[src/rtl/mult23027_inverter.sv]
// Recovers x from y = x*23027 mod 2^32 by bit-serial division,
// one result bit per clock, 32 clocks per operand.
module mult23027_inverter (
    input  logic        clk,
    input  logic        rst,
    input  logic [31:0] i_data0,
    input  logic        i_valid,
    output logic        i_ready,
    output logic [31:0] o_data0,
    output logic        o_valid,
    input  logic        o_ready,
    output logic        o_busy
);

    localparam logic [31:0] C = 32'h0000_59F3;

    localparam logic [1:0] IDLE = 2'd0;
    localparam logic [1:0] RUN  = 2'd1;
    localparam logic [1:0] DONE = 2'd2;

    logic [1:0]  state;
    logic [31:0] r;
    logic [31:0] x;
    logic [4:0]  k;

    assign i_ready = (state == IDLE);
    assign o_valid = (state == DONE);
    assign o_busy  = (state == RUN);
    assign o_data0 = x;

    // C is odd, so bit k of the residual alone decides bit k of x;
    // subtracting C<<k clears that bit without touching lower ones.
    always_ff @(posedge clk or posedge rst) begin
        if (rst) begin
            state <= IDLE;
            r     <= '0;
            x     <= '0;
            k     <= '0;
        end else begin
            case (state)
                IDLE: begin
                    if (i_valid) begin
                        r     <= i_data0;
                        x     <= '0;
                        k     <= '0;
                        state <= RUN;
                    end
                end
                RUN: begin
                    x[k] <= r[k];
                    if (r[k]) begin
                        r <= r - (C << k);
                    end
                    k <= k + 5'd1;
                    if (k == 5'd31) begin
                        state <= DONE;
                    end
                end
                DONE: begin
                    if (o_ready) begin
                        state <= IDLE;
                    end
                end
                default: begin
                    state <= IDLE;
                end
            endcase
        end
    end

endmodule

[config.mk]
export PLATFORM = sky130hd
export DESIGN_NAME = mult23027_inverter
export DESIGN_NICKNAME = d
export VERILOG_FILES = /design/src/rtl/mult23027_inverter.sv
export SDC_FILE = /design/constraint.sdc
export NUM_CORES = 1
export LEC_CHECK = 0
export ABC_AREA = 1
export CAP_MARGIN = 10
export CORE_ASPECT_RATIO = 0.75
export CORE_MARGIN = 1
export CORE_UTILIZATION = 53
export CTS_CLUSTER_SIZE = 40
export DETAILED_ROUTE_END_ITERATION = 10
export PLACE_DENSITY = 0.89
export SLEW_MARGIN = 20
export SYNTH_ARGS = -nofsm -noshare
export SYNTH_HDL_FRONTEND = slang
export SYNTH_SLANG_ARGS = --single-unit
[constraint.sdc]
create_clock -name clk -period 2.9 [get_ports clk]
set_input_delay 0.58 -clock clk [delete_from_list [all_inputs] [get_ports clk]]
set_output_delay 0.58 -clock clk [all_outputs]
set_load 0.02 [all_outputs]
==> impl_metrics.py, run 1 <==
metrics = {
    "run_status": {
        "result_of_the_run": "finished, violations left",
        "failing_checks": "setup timing",
    },
    "floorplan": {
        "floorplan.die_area_um2": 13660,
        "start_util_pct": 55.64,
        "die_span_in_y_um": 101.5,
        "placement_rows": 35,
        "die-width_um": 134.6,
        "fp.coreArea_um2": 12570,
        "ioPinCount": 71,
    },
    "route": {
        "drc": 0,
        "antenna_viol_nets_final": 0,
        "drt_wl_total_um": 27450,
        "drt_pass1_iterations": 10,
        "vias_per_cell": 5.741,
        "wl_per_cell_um": 18.07,
        "route.vias.total": 8721,
        "detailedRoute.firstIterationViolations": 1106,
    },
    "cells_and_area": {
        "n_antenna_cell": 0,
        "fill_cells": 865,
        "drive_gt1_share_pct": 25.35,
        "areaGrowthSynthToFinish_pct": 39.56,
        "nNetsFinal": 1425,
    },
    "cts": {
        "root_buffer": "clkbuf_16",
        "clock_tree.buffer_depth": 2,
        "number_of_clock_sinks": 71,
        "cts_made_buffers": 9,
        "cts_tree": "done",
        "clock_tree.htree_level_count": 3,
        "worst_skew_pair.late_latency_ps": 350,
        "clk_pin_slew_worst_paths_ps": 60,
    },
    "timing": {
        "slew_of_the_pin_with_the_lowest_slew_margin_ps": 696.6,
        "slew_headroom_pct": 53.51,
        "final.period_utilization_pct": 102.3,
        "finalHoldWorstSlack_ps": 493.8,
        "clock_skew_ps": 9.722,
        "layout_min_cycle_time_ps": 2968,
        "grt_setup_unrepaired": "yes",
        "max_freq_ghz": 0.3369,
        "final_hold_viol_count": 0,
        "drv_slew": 0,
        "setup_viol_count_final": 4,
        "timing.final.ws_setup_ps": -67.81,
    },
    "synth": {
        "synth-edff-count": 0,
        "ys_async_sr_fraction_pct": 100.0,
        "netlist_instances": 1169,
        "synth_fp_nets": 1246,
        "most_used_dff_post_synth": "dfrtp_1",
        "netlist.top_cell.by_area": "dfrtp_1",
        "synth_area_leaders": "dfrtp_1 25%, nand2_1 24%, inv_1 11%",
        "synth.cell_area_um2": 6993,
        "synthesis.area_per_instance_um2": 5.982,
        "yosysWarningCount": 0,
        "synth.top_cell.area_share_pct": 25.41,
        "synth.distinct_cells": 45,
        "synth.yosys.seq_area_share_pct": 25.41,
        "ys_seq_elements": 71,
    },
    "worst_setup_path": {
        "cp_data_arrival_time_ps": 3200,
        "cp_data_required_time_ps": 3140,
        "crit_path_max_fanout": 4,
        "worst_path_largest_cell_delay_ps": 390,
        "worstPathCellList": "inv_2 > ha_4 > nand2_1 > inv_1 > a21oi_2 > inv_1 > nand2_1 > ha_4 > nand2_1 > nor2_1 > nand4_1 > nand3_4 > nand2_1 > nand3_1 > nand3_1 > nand3_2 > nand2_1",
        "cpMaxStageDelayCell": "dfrtp_1",
        "cp_common_cell": "nand2_1",
        "timing.critical_path.to_type": "flop",
        "crit_type": "flop to flop",
        "critPathLaunchType": "flop",
    },
    "run": {
        "maxCapViolCount": 0,
    },
    "global_routing": {
        "grt_overflow": 0,
        "grt_start_max_net_pins": 40,
        "grt_pass1_wl_um": 40030,
        "number_of_global_route_vias_before_repair": 7788,
        "grtUsageTotal_pct": 38.45,
        "antenna_found_initial": 0,
    },
    "worst_hold_path": {
        "hp-class": "flop to flop",
    },
    "placed_design": {
        "place.port_buffers": 70,
        "place_congestion": 1.024,
        "post-dp-hpwl_um": 19220,
    },
}
sequential cells by signal (all words and copies together) (netlist names):
register,flops
r,32
state,2
o_data0,32
k,5
Yosys cell counts (4+ instances only):
cell type,instances
a22oi_1,4
nand3_2,7
nand3_1,115
clkbuf_1,18
or2_2,10
buf_2,6
inv_1,205
o22ai_1,11
mux2i_1,4
ha_1,40
o21ai_2,11
o21ai_0,39
nand2_2,8
inv_2,6
o21ai_1,8
nor2_2,7
nand4_1,7
nand2_1,439
a21oi_1,34
nor2_1,82
dfrtp_1,71
metal layers:
layer / track usage, % / share of wire, % / up-vias
met3: 11.01 / 14 / 115
met5: 0 / 0 / -
met1: 53.58 / 40 / 3978
li1: - / - / 3983
met4: 12.88 / 3.7 / 0
met2: 57.02 / 42 / 645
final timing paths:
path                                              start                 endpoint  slack, ps  cells past startpoint
worst min-delay path            o_data0[17]$_DFFE_PP0P_  o_data0[17]$_DFFE_PP0P_        490                      2
worst max-delay path                   k[0]$_DFFE_PP0P_        r[27]$_DFFE_PP0P_        -70                     17
max in group asynchronous                           rst         k[2]$_DFFE_PP0P_       1800                      3
worst min register to register  o_data0[17]$_DFFE_PP0P_  o_data0[17]$_DFFE_PP0P_        490                      2
min in group asynchronous                           rst         r[2]$_DFFE_PP0P_        670                      3
worst max register to register         k[0]$_DFFE_PP0P_        r[27]$_DFFE_PP0P_        -70                     17
stage by stage:
stage / instance area (µm²) / std cells / setup slack (ps) / TNS (ps) / utilization, %
6_report: 9759 / 1519 / -67.81 / -162.9 / 77.65
5_1_grt: 9759 / 1519 / -103.0 / -1446 / 77.65
4_1_cts: 9082 / 1508 / 3.633 / 0 / 72.26
3_5_place_dp: 8625 / 1491 / -225.7 / -1847 / 68.62
3_3_place_gp: 8625 / 1491 / -92.67 / -368.5 / 68.62
2_1_floorplan: 6995 / 1169 / 47.63 / 0 / -
cell usage in the layout (no fill, tap or decap), types with 3 or more instances in the layout:
cell             instances
nand2_1                400
inv_1                  197
buf_4                  121
nand3_1                105
clkdlybuf4s50_1         70
dfrtp_1                 70
nor2_1                  56
nand2_2                 40
o21ai_0                 26
nor2_2                  24
o21ai_2                 21
ha_4                    21
a21oi_1                 18
a21oi_2                 15
nand3_2                 15
ha_1                    14
inv_2                   13
nor2_4                  12
o22ai_1                 11
o21ai_1                 11
or2_2                   10
clkbuf_16                9
nand2_4                  8
nand4_1                  7
ha_2                     5
buf_6                    5
mux2i_1                  4
a22oi_2                  4
buf_12                   4
xor2_1                   3
xnor2_1                  3
logic make-up (layout without fill, tap and decap cells):
group	Yosys count	in the layout	share of synthesized area (%)
fa+ha+maj	41	41	7.443
buf+inv	245	429	14.53
mux	4	4	0.5726
flops	71	71	25.41
xor+xnor	6	6	0.7516
simple gates	685	685	41.64
compound gates	117	117	9.662
area by class of cell:
type,count,area [µm²],area share (%)
Clock buffer,9,225.2,2.308
Multi-Input combinational cell,853,4915,50.36
Sequential cell,71,1778,18.22
Inverter,213,815.8,8.359
Timing Repair Buffer,200,1745,17.88
Clock inverter,7,72.57,0.7436
Tap cell,166,207.7,2.128
worst max-delay path: cells and delay by family, from the launching register on:
family / cells / cell delay (ps)
simple gates: 11 / 1470
flops: 1 / 390
buf+inv: 3 / 320
fa+ha+maj: 2 / 610
compound gates: 1 / 60
what timing repair did:
item | CTS | global route
hold buffers | 0 | 0
setup buffers | 1 | 12
setup endpoints to repair | 22 | 27
pin swaps | 6 | 34
gates resized for setup | 39 | 146
Power of run 1 is left out: the tool's default activity adds up to more than one toggle a clock period on the data nets, which glitch-free logic cannot reach.
==> inputs of run 2 (changes only) <==
--- a/config.mk
+++ b/config.mk
@@ -9,10 +9,12 @@
 export CAP_MARGIN = 10
 export CORE_ASPECT_RATIO = 0.75
 export CORE_MARGIN = 1
-export CORE_UTILIZATION = 53
+export CORE_UTILIZATION = 59
 export CTS_CLUSTER_SIZE = 40
 export DETAILED_ROUTE_END_ITERATION = 10
-export PLACE_DENSITY = 0.89
+export DONT_BUFFER_PORTS = 1
+export MAX_ROUTING_LAYER = met4
+export PLACE_DENSITY = 0.78
 export SLEW_MARGIN = 20
 export SYNTH_ARGS = -nofsm -noshare
 export SYNTH_HDL_FRONTEND = slang
==> impl_metrics.py, run 2 (synthesis gave the netlist of run 1 again) <==
metrics = {
    "route": {
        "detailroute.wirelength.met2_um": 10980,
        "route.vias.total": 8248,
        "wl_met3_um": 3192,
        "wl_per_cell_um": 18.18,
        "routedLengthMet1_um": 11080,
        "drt_wl_total_um": 26070,
        "detailedRoute.firstIterationViolations": 824,
        "vias_per_cell": 5.752,
        "topRoutingLayerUsed": "met4",
        "drt_pass1_iterations": 6,
        "drc": 0,
        "antenna_viol_nets_final": 0,
    },
    "global_routing": {
        "grt_start_max_net_pins": 52,
        "grt_pass1_wl_um": 36810,
        "grt_overflow": 0,
        "number_of_global_route_vias_before_repair": 7003,
        "antenna_found_initial": 0,
        "grtUsageTotal_pct": 41.14,
    },
    "worst_setup_path": {
        "cpMaxStageDelayCell": "dfrtp_1",
        "cell_family_with_the_largest_share_of_critical_path_delay": "simple AND/OR/NAND/NOR gates",
        "cp_data_arrival_time_ps": 3130,
        "critPathLaunchType": "flop",
        "cp_data_required_time_ps": 3140,
        "timing.critical_path.to_type": "flop",
        "worstPathCellList": "inv_2 > ha_4 > inv_4 > nor2_4 > inv_1 > o21ai_2 > inv_2 > a21oi_2 > ha_4 > nand2_1 > nand2_1 > inv_1 > nand2_2 > inv_1 > nand2_2 > a21oi_2 > nand2_1 > nand2_1 > nand3_1 > nand3_2 > nand2_1",
        "path_buf_inv": 6,
        "worst_path_largest_cell_delay_ps": 390,
        "cp_common_cell": "nand2_1",
        "crit_type": "flop to flop",
        "crit_path_max_fanout": 4,
    },
    "run_status": {
        "result_of_the_run": "completed",
    },
    "cts": {
        "clock_tree.buffer_depth": 2,
        "clock_tree.htree_level_count": 3,
        "worst_skew_pair.late_latency_ps": 350,
        "cts_tree": "done",
        "cts_made_buffers": 9,
        "root_buffer": "clkbuf_16",
        "number_of_clock_sinks": 71,
        "clk_pin_slew_worst_paths_ps": 70,
    },
    "cells_and_area": {
        "finish.cell_count_without_fillers": 1434,
        "nNetsFinal": 1344,
        "commonest_non_fill_non_tap_cell_in_the_layout": "nand2_1",
        "areaGrowthSynthToFinish_pct": 32.47,
        "drive_gt1_share_pct": 31.53,
        "final_cell_mix": "358 x nand2_1, 184 x inv_1, 111 x buf_4",
        "fill_cells": 860,
        "n_antenna_cell": 0,
    },
    "placed_design": {
        "place.port_buffers": 0,
        "place_congestion": 1.058,
        "post-dp-hpwl_um": 18540,
        "dpl.cell_count": 1401,
    },
    "timing": {
        "setup_total_negative_slack_ps": 0,
        "layout_min_cycle_time_ps": 2889,
        "slew_of_the_pin_with_the_lowest_slew_margin_ps": 735.6,
        "drv_slew": 0,
        "setup_viol_count_final": 0,
        "final.period_utilization_pct": 99.64,
        "grt_setup_unrepaired": "yes",
        "max_freq_ghz": 0.3461,
        "slew_headroom_pct": 50.96,
        "finalHoldWorstSlack_ps": 128.0,
        "clock_skew_ps": 8.020,
        "final_hold_viol_count": 0,
    },
    "floorplan": {
        "floorplan.die_area_um2": 12300,
        "die-width_um": 127.7,
        "ioPinCount": 71,
        "fp.coreArea_um2": 11570,
        "die_span_in_y_um": 96.29,
        "start_util_pct": 60.43,
        "placement_rows": 34,
    },
    "run": {
        "maxCapViolCount": 0,
    },
    "worst_hold_path": {
        "hp-class": "input pin to async pin",
    },
}
-- run 2: cell count changes in the layout (fill, tap and decap cells not counted), moves of 4 or more --
cell	previous run	this run
buf_12	4	0
clkdlybuf4s50_1	70	0
inv_1	197	184
nand2_2	40	71
nand2_4	8	19
nand2_1	400	358
buf_4	121	111
nand3_1	105	96
inv_2	13	25
nor2_4	12	21
nand3_2	15	22
nor2_2	24	18
-- run 2: per-layer routing --
metal	up-vias	track usage [%]
met5	-	-
met2	533	56.60
li1	3822	-
met4	0	15.29
met1	3812	56.28
met3	81	12.28
-- run 2: worst register-to-register path: stages, from the launching register on --
cell	delay, ps
dfrtp_1	390
inv_2	80
ha_4	300
inv_4	40
nor2_4	170
inv_1	90
o21ai_2	110
inv_2	100
a21oi_2	230
ha_4	270
nand2_1	80
nand2_1	80
inv_1	80
nand2_2	60
inv_1	60
nand2_2	70
a21oi_2	180
nand2_1	90
nand2_1	60
nand3_1	70
nand3_2	100
nand2_1	50
-- run 2: timing repair --
action,in CTS,in global routing
setup endpoints to repair,21,27
pin swaps,9,75
cloned,0,0
hold buffers,0,0
setup buffers,1,16
gates resized for setup,42,237
-- run 2: final timing paths --
path                                   start  slack (ps)  depth (start not counted)                      end
max                         k[0]$_DFFE_PP0P_          10                         21        r[29]$_DFFE_PP0P_
min                                      rst         130                          1  o_data0[12]$_DFFE_PP0P_
max reg2reg                 k[0]$_DFFE_PP0P_          10                         21        r[29]$_DFFE_PP0P_
min reg2reg                r[24]$_DFFE_PP0P_         550                          2        r[24]$_DFFE_PP0P_
max in group asynchronous                rst        1990                          2         k[4]$_DFFE_PP0P_
min in group clk                     o_ready         330                          1     state[1]$_DFFE_PP0P_
-- run 2: area by class of cell --
class / instances / area (µm²) / area share (%)
Sequential cell: 71 / 1779 / 19.21
Multi-Input combinational cell: 853 / 5239 / 56.55
Inverter: 213 / 818.3 / 8.833
Clock inverter: 6 / 68.82 / 0.7428
Timing Repair Buffer: 119 / 927.1 / 10.01
Clock buffer: 10 / 229.0 / 2.472
Tap cell: 162 / 202.7 / 2.188
-- run 2: stage by stage --
stage | instance area (µm²) | worst slack, ps | utilization, %
after floorplan | 6995 | 47.63 | -
after global placement | 7761 | -232.3 | 67.07
after detailed placement | 7761 | -208.5 | 67.07
after CTS | 8215 | -32.78 | 71.00
after global routing | 9264 | -133.1 | 80.06
final | 9264 | 10.55 | 80.06
Power of run 2 is left out for the same reason.
==> inputs of run 3 (changes only) <==
--- a/config.mk
+++ b/config.mk
@@ -15,6 +15,7 @@
 export DONT_BUFFER_PORTS = 1
 export MAX_ROUTING_LAYER = met4
 export PLACE_DENSITY = 0.78
+export RECOVER_POWER = 50
 export SLEW_MARGIN = 20
 export SYNTH_ARGS = -nofsm -noshare
 export SYNTH_HDL_FRONTEND = slang
==> impl_metrics.py, run 3 (synthesis gave the netlist of run 1 again) <==
metrics = {
    "cells_and_area": {
        "n_antenna_cell": 0,
        "finish.cell_count_without_fillers": 1434,
        "multi_input_comb_area_um2": 5239,
        "fill_cells": 864,
        "fin_util_pct": 80.00,
        "areaGrowthSynthToFinish_pct": 32.37,
        "drive_gt1_share_pct": 31.29,
        "nNetsFinal": 1344,
        "final-seq-area_um2": 1779,
        "final_cell_mix": "358 x nand2_1, 185 x inv_1, 109 x buf_4",
        "commonest_non_fill_non_tap_cell_in_the_layout": "nand2_1",
    },
    "worst_setup_path": {
        "timing.critical_path.to_type": "flop",
        "cp_data_required_time_ps": 3140,
        "worstPathCellList": "inv_2 > ha_4 > inv_4 > nor2_4 > inv_1 > o21ai_2 > inv_2 > a21oi_2 > ha_4 > nand2_1 > nand2_1 > inv_1 > nand2_2 > inv_1 > nand2_2 > a21oi_2 > nand2_1 > nand2_1 > nand3_1 > nand3_2 > nand2_1",
        "cp.depth": 21,
        "crit_type": "flop to flop",
        "cp_common_cell": "nand2_1",
        "critPathLaunchType": "flop",
        "cp_data_arrival_time_ps": 3130,
        "worst_path_largest_cell_delay_ps": 390,
        "cpMaxStageDelayCell": "dfrtp_1",
        "timing.reg2reg.setup_slack_ps": 5,
        "regToRegEndpoint": "r[29]$_DFFE_PP0P_",
        "crit_path_max_fanout": 4,
        "cell_family_with_the_largest_share_of_critical_path_delay": "simple AND/OR/NAND/NOR gates",
        "r2r-start": "k[0]$_DFFE_PP0P_",
        "r2r_depth": 21,
        "path_buf_inv": 6,
    },
    "placed_design": {
        "place.port_buffers": 0,
        "post-dp-hpwl_um": 18540,
        "place_congestion": 1.058,
        "dpl.cell_count": 1401,
        "pre_cts_slack_ps": -208.5,
    },
    "timing": {
        "setup_viol_count_final": 0,
        "clock_skew_ps": 6.269,
        "final_hold_viol_count": 0,
        "slew_headroom_pct": -8.426,
        "slew_of_the_pin_with_the_lowest_slew_margin_ps": 1626,
        "drv_slew": 53,
        "finalHoldWorstSlack_ps": 292.6,
        "final.period_utilization_pct": 99.83,
        "max_freq_ghz": 0.3454,
        "grt_setup_unrepaired": "yes",
        "timing.final.ws_setup_ps": 5.058,
        "layout_min_cycle_time_ps": 2895,
    },
    "route": {
        "wl_per_cell_um": 18.17,
        "drt_pass1_iterations": 5,
        "antenna_viol_nets_final": 0,
        "detailedRoute.firstIterationViolations": 840,
        "drt_wl_total_um": 26050,
        "drc": 0,
        "vias_per_cell": 5.767,
        "route.vias.total": 8270,
    },
    "worst_hold_path": {
        "hp-class": "input pin to async pin",
    },
    "floorplan": {
        "fp.coreArea_um2": 11570,
        "die-width_um": 127.7,
        "ioPinCount": 71,
        "die_span_in_y_um": 96.29,
        "floorplan.die_area_um2": 12300,
        "start_util_pct": 60.43,
        "placement_rows": 34,
    },
    "cts": {
        "clk_pin_slew_worst_paths_ps": 70,
        "worst_skew_pair.late_latency_ps": 350,
        "root_buffer": "clkbuf_16",
        "clock_tree.htree_level_count": 3,
        "clock_tree.buffer_depth": 2,
        "cts_made_buffers": 9,
        "number_of_clock_sinks": 71,
        "cts_tree": "done",
    },
    "global_routing": {
        "antenna_found_initial": 0,
        "grtUsageTotal_pct": 41.14,
        "grt_overflow": 0,
        "number_of_global_route_vias_before_repair": 7003,
        "grt_pass1_wl_um": 36810,
        "grt_start_max_net_pins": 52,
    },
    "run": {
        "maxCapViolCount": 2,
    },
    "run_status": {
        "failing_checks": "capacitance limit, slew limit",
        "result_of_the_run": "finished, violations left",
    },
}
-- run 3: worst max-delay path by stage --
stage,startpoint,end
floorplan,k[0]$_DFFE_PP0P_,r[30]$_DFFE_PP0P_
global placement,k[0]$_DFFE_PP0P_,r[25]$_DFFE_PP0P_
detailed placement,k[0]$_DFFE_PP0P_,r[25]$_DFFE_PP0P_
CTS,k[0]$_DFFE_PP0P_,r[21]$_DFFE_PP0P_
global route,k[0]$_DFFE_PP0P_,r[29]$_DFFE_PP0P_
finish,k[0]$_DFFE_PP0P_,r[29]$_DFFE_PP0P_
-- run 3: routing by layer --
layer | up-vias | wire length (µm) | global-route usage, %
li1 | 3826 | - | -
met1 | 3844 | 11320 | 56.28
met2 | 522 | 10990 | 56.60
met3 | 78 | 2924 | 12.28
met4 | 0 | 817 | 15.29
met5 | - | 0 | -
-- run 3: cell type report --
cell class                 instances  share of cell area [%]
clock buffer                      10                   2.474
clock inverter                     6                  0.7434
inverter                         213                   8.840
multi-input combinational        853                   56.60
sequential                        71                   19.22
tap                              162                   2.190
timing repair buffer             119                   9.935
-- run 3: through the flow --
| stage | setup TNS (ps) | area (µm²) |
|---|---|---|
| 2_1_floorplan | 0 | 6995 |
| 3_3_place_gp | -1045 | 7761 |
| 3_5_place_dp | -1695 | 7761 |
| 4_1_cts | -33.93 | 8215 |
| 5_1_grt | -1033 | 9256 |
| 6_report | 0 | 9256 |
-- run 3: repair_timing --
| action | 4_1_cts | 5_1_grt |
|---|---|---|
| pin swaps | 9 | 75 |
| hold endpoints to repair | 0 | 0 |
| buffers inserted | 1 | 16 |
| hold buffers | 0 | 0 |
| resized for setup | 42 | 237 |
| setup endpoints to repair | 21 | 27 |
| cloned | 0 | 0 |
Power of run 3 is left out for the same reason.
